`src/rtl/hs_rx_pkg.sv`:
```
// Shared types and constants for the HS receive controller.
// Optional hunt timeout is enabled with `define HS_RX_SYNC_TIMEOUT_EN.
package hs_rx_pkg;

  localparam int CNT_W = 8;

  localparam logic [2:0] ST_IDLE      = 3'd0;
  localparam logic [2:0] ST_SETTLE    = 3'd1;
  localparam logic [2:0] ST_HUNT      = 3'd2;
  localparam logic [2:0] ST_RECEIVE   = 3'd3;
  localparam logic [2:0] ST_WAIT_EXIT = 3'd4;

  typedef enum logic [2:0] {
    IDLE      = ST_IDLE,
    SETTLE    = ST_SETTLE,
    HUNT      = ST_HUNT,
    RECEIVE   = ST_RECEIVE,
    WAIT_EXIT = ST_WAIT_EXIT
  } state_t;

endpackage

```
`src/rtl/hs_byte_aligner.sv`:
```
// Selects an aligned byte from the two-byte window {cur, prev}.
// Offsets above 8 saturate to 8, which passes cur through unshifted.
module hs_byte_aligner (
  input  logic [7:0] cur,
  input  logic [7:0] prev,
  input  logic [3:0] offset,
  output logic [7:0] aligned
);

  logic [15:0] window;
  logic [3:0]  shift;

  assign window  = {cur, prev};
  assign shift   = (offset > 4'd8) ? 4'd8 : offset;
  assign aligned = window[shift +: 8];

endmodule

```
`src/rtl/hs_rx_controller.sv`:
```
// HS receive controller: settle, sync hunt, byte alignment, exit handling.
// Define HS_RX_SYNC_TIMEOUT_EN to build the hunt timeout and error pulse.
module hs_rx_controller
  import hs_rx_pkg::*;
#(
  parameter int SETTLE_CYCLES = 4,
  parameter int SYNC_TIMEOUT  = 32
) (
  input  logic       RxByteClkHS,
  input  logic       Rst,
  input  logic       HsEntry,
  input  logic       HsExit,
  input  logic [7:0] DataHS,
  input  logic       RxSyncHS,
  input  logic [3:0] RxSyncPosition,
  output logic       SyncEnable,
  output logic       RxActiveHS,
  output logic       RxValidHS,
  output logic [7:0] RxDataHS,
  output logic       RxErrSotSyncHS
);

  localparam logic [CNT_W-1:0] SETTLE_LAST =
    CNT_W'(SETTLE_CYCLES - 1);

  state_t           state;
  logic [CNT_W-1:0] settle_cnt;
  logic [3:0]       offset;
  logic [7:0]       prev;
  logic             filled;
  logic [7:0]       aligned;

`ifdef HS_RX_SYNC_TIMEOUT_EN
  localparam logic [CNT_W-1:0] HUNT_LAST =
    CNT_W'(SYNC_TIMEOUT - 1);
  logic [CNT_W-1:0] hunt_cnt;
`else
  assign RxErrSotSyncHS = 1'b0;
`endif

  hs_byte_aligner u_align (
    .cur     (DataHS),
    .prev    (prev),
    .offset  (offset),
    .aligned (aligned)
  );

  always_ff @(posedge RxByteClkHS or posedge Rst) begin
    if (Rst) begin
      state      <= IDLE;
      settle_cnt <= '0;
      offset     <= 4'd0;
      prev       <= 8'h00;
      filled     <= 1'b0;
      SyncEnable <= 1'b0;
      RxActiveHS <= 1'b0;
      RxValidHS  <= 1'b0;
      RxDataHS   <= 8'h00;
`ifdef HS_RX_SYNC_TIMEOUT_EN
      hunt_cnt       <= '0;
      RxErrSotSyncHS <= 1'b0;
`endif
    end else begin
      prev       <= DataHS;
      settle_cnt <= '0;
`ifdef HS_RX_SYNC_TIMEOUT_EN
      hunt_cnt       <= '0;
      RxErrSotSyncHS <= 1'b0;
`endif
      unique case (state)
        IDLE: begin
          if (HsEntry) begin
            if (SETTLE_CYCLES == 0) begin
              state      <= HUNT;
              SyncEnable <= 1'b1;
            end else begin
              state <= SETTLE;
            end
          end
        end
        SETTLE: begin
          if (HsExit) begin
            state <= IDLE;
          end else if (settle_cnt == SETTLE_LAST) begin
            state      <= HUNT;
            SyncEnable <= 1'b1;
          end else begin
            settle_cnt <= settle_cnt + 1'b1;
          end
        end
        HUNT: begin
          if (HsExit) begin
            state      <= IDLE;
            SyncEnable <= 1'b0;
          end else if (RxSyncHS) begin
            // sync beats a coincident timeout
            state      <= RECEIVE;
            offset     <= RxSyncPosition;
            SyncEnable <= 1'b0;
            RxActiveHS <= 1'b1;
            filled     <= 1'b0;
          end else begin
`ifdef HS_RX_SYNC_TIMEOUT_EN
            if (hunt_cnt == HUNT_LAST) begin
              state          <= WAIT_EXIT;
              SyncEnable     <= 1'b0;
              RxErrSotSyncHS <= 1'b1;
            end else begin
              hunt_cnt <= hunt_cnt + 1'b1;
            end
`endif
          end
        end
        RECEIVE: begin
          if (HsExit) begin
            state      <= IDLE;
            RxActiveHS <= 1'b0;
            RxValidHS  <= 1'b0;
            filled     <= 1'b0;
          end else begin
            // first cycle only primes prev
            RxDataHS  <= aligned;
            filled    <= 1'b1;
            RxValidHS <= filled;
          end
        end
        WAIT_EXIT: begin
          if (HsExit) state <= IDLE;
        end
        default: state <= IDLE;
      endcase
    end
  end

endmodule

```
`config.mk`:
```
export PLATFORM = sky130hd
export DESIGN_NAME = hs_rx_controller
export DESIGN_NICKNAME = d
export VERILOG_FILES = /design/src/rtl/hs_rx_pkg.sv /design/src/rtl/hs_byte_aligner.sv /design/src/rtl/hs_rx_controller.sv
export SDC_FILE = /design/constraint.sdc
export NUM_CORES = 1
export LEC_CHECK = 0
export ABC_AREA = 1
export CELL_PAD_IN_SITES_DETAIL_PLACEMENT = 0
export CELL_PAD_IN_SITES_GLOBAL_PLACEMENT = 1
export CORE_MARGIN = 2
export CORE_UTILIZATION = 38
export DETAILED_ROUTE_END_ITERATION = 8
export MAX_ROUTING_LAYER = met4
export PLACE_DENSITY_LB_ADDON = 0.1
export SETUP_SLACK_MARGIN = 0.3
export SYNTH_ARGS = -nofsm -noshare
export SYNTH_HDL_FRONTEND = slang
export SYNTH_SLANG_ARGS = --single-unit
```
`constraint.sdc`:
```
create_clock -name RxByteClkHS -period 1.5 [get_ports RxByteClkHS]
set_clock_uncertainty 0.05 [all_clocks]
set_input_delay 0.15 -clock RxByteClkHS [delete_from_list [all_inputs] [get_ports RxByteClkHS]]
set_output_delay 0.15 -clock RxByteClkHS [all_outputs]
set_load 0.01 [all_outputs]
```
==> flow_summary.json, run 1 <==
{
  "run_status": "finished, final reports clean",
  "grt_pass1_vias": 1842,
  "path_clk_slew_ns": 0.07,
  "gp_congestion": 0.909,
  "cts_sinks": 34,
  "critPathRequiredTime_ns": 1.63,
  "rsz0062_at_grt": "true",
  "pre_cts_ws_ns": -0.0721,
  "synth_top_cell_area_share_pct": 45.7,
  "cts_tree": "yes",
  "setup_viol": 0,
  "period_minus_slack_ns": 1.43,
  "fmax_mhz": 699,
  "synth_area_leaders": "dfrtp_1, nand2_1, nand3_1",
  "fill_cells": 453,
  "post-route-drc-count": 0,
  "die_area_um2": 5480,
  "hp-class": "input pin to async pin",
  "drt_first_pass_iters": 4,
  "die_x_um": 74.0,
  "finalCritPeriodShare_pct": 95.3,
  "cts_made_buffers": 5,
  "io_buffer_count": 27,
  "post_drt_via_cell_ratio": 4.81,
  "dpl.hpwl_mm": 3.49,
  "syn-num-nets": 278,
  "layout.nets": 344,
  "synth_largest_area_cell": "dfrtp_1",
  "layout-drive-gt1-share_pct": 34.6,
  "diodes": 0,
  "ys_ff_latch": 34,
  "die_h_um": 74.0,
  "antenna_found_initial": 0,
  "vias": 1895,
  "total_power_w": 0.00479,
  "path_max_fanout": 8,
  "wl_per_cell_um": 12.7,
  "row_count": 25,
  "clk-insertion-delay-late_ns": 0.29,
  "grt_start_max_net_pins": 35,
  "p_per_area_nw_per_um2": 1660,
  "drtIter0Drc": 102,
  "htree_levels": 2,
  "setup_slack_ns": 0.0698,
  "start_util_pct": 39.4,
  "criticalPathCategory": "register to register",
  "synth_cell_type_count": 24,
  "finalHoldViolations": 0,
  "coreArea_um2": 4720,
  "slew_viol_final": 0,
  "drt-total-wl_mm": 5.00,
  "maxCapViolCount": 0,
  "cts_root_buf": "clkbuf_8",
  "grt_overflow_total": 0,
  "ios": 29,
  "track_usage_pct": 19.7,
  "area_growth_pct": 55.0,
  "avgSynthCellArea_um2": 7.16,
  "cts_hold_buffers": 0,
  "synth_warnings": 0,
  "syn_inst": 260,
  "leakage_nw": 1.43,
  "grt_pass1_wl_mm": 8.00,
  "peakVddDrop_v": 0.000951,
  "startpoint_type": "register",
  "clock_path_buffers": 2,
  "antenna_left": 0,
  "ys_seq_area_share_pct": 45.7,
  "crit_path_end_kind": "register",
  "cp.arrival_ns": 1.56,
  "synthesis.area_um2": 1860
}
-- placed cells by master (no fill, tap or decap), types with 9 or more instances in the layout --
cell,count
buf_4,28
dfrtp_1,33
a21oi_1,15
nor2_2,9
nand3_2,16
nand2_1,58
nand3_1,25
clkdlybuf4s50_1,16
dlygate4sd2_1,11
nand2_2,11
inv_1,30
-- sequential cells by signal, summed over array words and instances (netlist names) --
register	flops
filled	1
SyncEnable	1
RxValidHS	1
settle_cnt	8
RxDataHS	8
RxActiveHS	1
state	2
prev	8
offset	4
-- critical path: stages (launching register included) --
cell     delay (ns)
dfrtp_1        0.42
inv_2          0.09
nand2_4        0.08
buf_8          0.16
o21ai_4        0.17
nand3_2        0.09
nand3_1        0.10
nand3_1        0.07
nand2_1        0.06
inv_1          0.03
-- Yosys cell counts --
cell and number:
nor3_1 2, nand2_1 72, buf_4 2, o211ai_1 1
buf_6 1, clkinv_1 1, clkbuf_1 1, mux2_2 1
a31oi_1 2, inv_1 34, inv_2 1, dfrtp_1 34
nand4_1 3, or2_2 4, or2_1 1, o21ai_1 3
a22o_1 1, ha_1 1, conb_1 1, buf_2 4
nor2_1 21, a21oi_1 15, o21ai_0 13, nand3_1 41
-- metal layers --
metal	part of all wire [%]	track usage, %	routed length (um)	vias to the layer above
met4	2.4	6.67	119	0
met2	51	33.3	2540	45
met1	43	23.7	2170	871
met5	0	-	0	-
li1	-	-	-	967
met3	3.5	3.52	173	12
-- layout make-up --
| type | count | area [um^2] | share of cell area, % |
|---|---|---|---|
| sequential | 34 | 852 | 29.5 |
| tap | 67 | 83.8 | 2.91 |
| timing repair buffer | 66 | 612 | 21.2 |
| clock buffer | 6 | 82.6 | 2.86 |
| clock inverter | 2 | 12.5 | 0.434 |
| multi-input combinational | 183 | 1100 | 38.3 |
| inverter | 36 | 138 | 4.77 |
-- where the power goes --
group,internal [W],leakage (nW),total [W],switching [W]
clock network,0.000369,0.0472,0.000721,0.000352
registers,0.00117,0.418,0.00132,0.000156
logic,0.00122,0.960,0.00275,0.00153
-- worst paths after layout --
kind                                    startpoint                 endpoint  slack, ns  cells after the start
hold reg to reg            RxDataHS[2]$_DFFE_PP0P_  RxDataHS[2]$_DFFE_PP0P_       0.42                      2
hold / removal                                 Rst  settle_cnt[1]$_DFF_PP0_       0.15                      3
setup / recovery             offset[3]$_DFFE_PP0P_  RxDataHS[4]$_DFFE_PP0P_       0.07                      9
max in group asynchronous                      Rst    offset[0]$_DFFE_PP0P_       1.06                      3
setup reg to reg             offset[3]$_DFFE_PP0P_  RxDataHS[4]$_DFFE_PP0P_       0.07                      9
min in group RxByteClkHS                 DataHS[7]        prev[7]$_DFF_PP0_       0.30                      1
-- cell families after synthesis --
logic type,share of synthesized area (%)
DFF,45.7
adders and majority gates,0.672
AOI/OAI and AO/OA,9.88
other,0.201
and+or+nand+nor,33.0
buffers and inverters,9.95
muxes,0.605
-- stage by stage --
| stage | area (um^2) | TNS (ns) | utilization [%] | cells | hold WS (ns) |
|---|---|---|---|---|---|
| finish | 2890 | 0 | 61.1 | 394 | 0.149 |
| floorplan | 1920 | 0 | - | 260 | 0.131 |
| global route | 2890 | -0.155 | 61.1 | 394 | 0.217 |
| CTS | 2670 | 0 | 56.6 | 389 | 0.154 |
| global placement | 2440 | -0.138 | 51.7 | 375 | 0.409 |
| detailed placement | 2440 | -0.296 | 51.7 | 375 | 0.413 |
-- timing repair --
action,CTS,global route
gates resized for setup,39,47
hold endpoints to repair,0,0
pin swaps,11,15
gates cloned,0,1
endpoints found under the setup margin,33,23
buffers inserted,6,4
Power figures use the tool's default switching activity.
==> run 2, diff against run 1 <==
- CTS_CLUSTER_DIAMETER: not set -> 120
==> results of run 2 <==
No change in the layout: final DEF, timing and power equal those of run 1.
==> run 3, diff against run 2 <==
- CORE_UTILIZATION: 38 -> 34
- clock period: 1.5 -> 1.3 ns (I/O delays scaled with it)
==> run 3 against run 2 <==
Effect of this change:
- the run now ends with negative setup slack left
- non-clock buffer count up 24
- first-iteration DRC count up 24%
- combinational power up 31%
- fmax down 1.6%
- core utilization down 0.97 points
- hold slack worse by 0.011 ns
- total power up 25%
- register-to-register slack worse by 0.22 ns
- sequential power up 17%
- sequential cell count unchanged
- setup slack worse by 0.22 ns
- wire length up 13%
- largest cell class unchanged
- highest routed layer unchanged
==> flow_summary.json, run 3 (synthesis results as in run 1) <==
{
  "cp.arrival_ns": 1.58,
  "period_minus_slack_ns": 1.45,
  "layout-drive-gt1-share_pct": 45.0,
  "path_max_fanout": 7,
  "criticalPathCategory": "register to register",
  "critPathRequiredTime_ns": 1.43,
  "cts_sinks": 34,
  "start_util_pct": 35.8,
  "drtIter0Drc": 126,
  "grt_pass1_wl_mm": 9.38,
  "cts_made_buffers": 5,
  "run_status": "complete, but fails checks",
  "post-route-drc-count": 0,
  "slew_viol_final": 0,
  "coreArea_um2": 5200,
  "setup_slack_ns": -0.154,
  "dpl.hpwl_mm": 3.88,
  "wl_per_cell_um": 13.5,
  "worstRegToRegCells": 9,
  "final_cell_count_no_fill": 421,
  "post_drt_via_cell_ratio": 4.80,
  "tns_ns": -1.06,
  "path_clk_slew_ns": 0.07,
  "area_growth_pct": 68.1,
  "most-common-layout-cells": "nand2_1, buf_4, dfrtp_1",
  "drt-met1-wl_mm": 2.37,
  "rsz0062_at_grt": "true",
  "row_count": 26,
  "antenna_left": 0,
  "gp_congestion": 0.890,
  "finalHoldViolations": 0,
  "intPower_w": 0.00344,
  "maxCapViolCount": 0,
  "pre_cts_ws_ns": -0.193,
  "fmax_mhz": 688,
  "grt_overflow_total": 0,
  "layout.nets": 368,
  "r2r-end": "RxDataHS[2]$_DFFE_PP0P_",
  "vias": 2020,
  "drt_first_pass_iters": 4,
  "switching_share_pct": 42.5,
  "ios": 29,
  "cts_hold_buffers": 0,
  "reg_top3": "RxDataHS x8, prev x8, settle_cnt x8",
  "regToRegSetupSlack_ns": -0.15,
  "leakage_nw": 1.54,
  "clock_path_buffers": 2,
  "track_usage_pct": 20.1,
  "die_x_um": 78,
  "io_buffer_count": 27,
  "power.clock.fraction_pct": 13.9,
  "finalCritPeriodShare_pct": 112,
  "crit_path_end_kind": "register",
  "diodes": 0,
  "p_per_area_nw_per_um2": 1910,
  "dp.cells": 389,
  "wl_met2_mm": 2.98,
  "clk-insertion-delay-late_ns": 0.28,
  "startpoint_type": "register",
  "fill_cells": 495,
  "die_area_um2": 6080,
  "power_frac_comb_pct": 60.3,
  "grt_start_max_net_pins": 35,
  "drt-total-wl_mm": 5.66,
  "antenna_found_initial": 0,
  "violations": "negative setup slack",
  "cts_root_buf": "clkbuf_8",
  "routed-wl-met3_um": 215,
  "die_h_um": 78,
  "final_common_cell": "nand2_1",
  "peakVddDrop_v": 0.000786,
  "switching_power_w": 0.00254,
  "highest_layer": "met4",
  "grt_pass1_vias": 2032,
  "r2r-start": "offset[3]$_DFFE_PP0P_",
  "seqPwrFrac_pct": 25.8,
  "setup_viol": 17,
  "total_power_w": 0.00598,
  "hp-class": "input pin to async pin",
  "cts_tree": "yes",
  "htree_levels": 2
}
run 3: worst max-delay path, cell delays in order (launching register included):
cell and delay, ns:
dfrtp_1 0.41, inv_2 0.09, nand2_4 0.08, buf_6 0.15, o21ai_2 0.15, nand2_1 0.11
nand3_2 0.09, nand3_2 0.08, nand2_1 0.08, nand2_1 0.05
run 3: area by class of cell:
cell class              instances  area, um^2  share of cell area [%]
inverters                      36         141                    4.52
well taps                      70        87.6                    2.80
multi-input cells             183        1160                    37.1
clock inverters                 2        12.5                   0.400
repair buffers                 90         791                    25.3
flip-flops and latches         34         852                    27.2
clock buffers                   6        82.6                    2.64
run 3: worst max path at each step:
stage          depth (start not counted)             startpoint  slack (ns)                      end
5_1_grt                                9  offset[0]$_DFFE_PP0P_       -0.25  RxDataHS[5]$_DFFE_PP0P_
3_3_place_gp                          10  offset[0]$_DFFE_PP0P_       -0.17  RxDataHS[1]$_DFFE_PP0P_
3_5_place_dp                           6                 HsExit       -0.19     state[0]$_DFFE_PP0P_
4_1_cts                                9  offset[0]$_DFFE_PP0P_       -0.12  RxDataHS[1]$_DFFE_PP0P_
6_report                               9  offset[3]$_DFFE_PP0P_       -0.15  RxDataHS[2]$_DFFE_PP0P_
2_1_floorplan                          9  offset[3]$_DFFE_PP0P_      -0.004  RxDataHS[1]$_DFFE_PP0P_
run 3: metal layers:
metal | GRT usage (%) | vias up
met5 | - | -
met4 | 7.19 | 0
met3 | 3.95 | 10
met2 | 34.3 | 42
met1 | 23.7 | 949
li1 | - | 1019
run 3: what timing repair did:
item | 4_1_cts | 5_1_grt
setup endpoints to repair | 37 | 36
setup buffers | 14 | 8
pin swaps | 22 | 13
gates resized for setup | 97 | 42
gates cloned | 0 | 2
hold endpoints to repair | 0 | 0
run 3: stage by stage:
step	instance area, um^2	hold WS [ns]	utilization (%)
2_1_floorplan	1940	0.111	-
3_3_place_gp	2550	0.420	49.0
3_5_place_dp	2550	0.414	49.0
4_1_cts	2880	0.141	55.4
5_1_grt	3130	0.154	60.1
6_report	3130	0.138	60.1
run 3: power by group through the flow:
stage / logic [W] / clock network [W] / registers [W]
after floorplan: 0.00152 / 0 / 0.00163
after global placement: 0.00269 / 0 / 0.00154
after detailed placement: 0.00271 / 0 / 0.00155
after CTS: 0.00311 / 0.000856 / 0.00153
after global routing: 0.00395 / 0.000903 / 0.00159
final: 0.00361 / 0.000831 / 0.00154
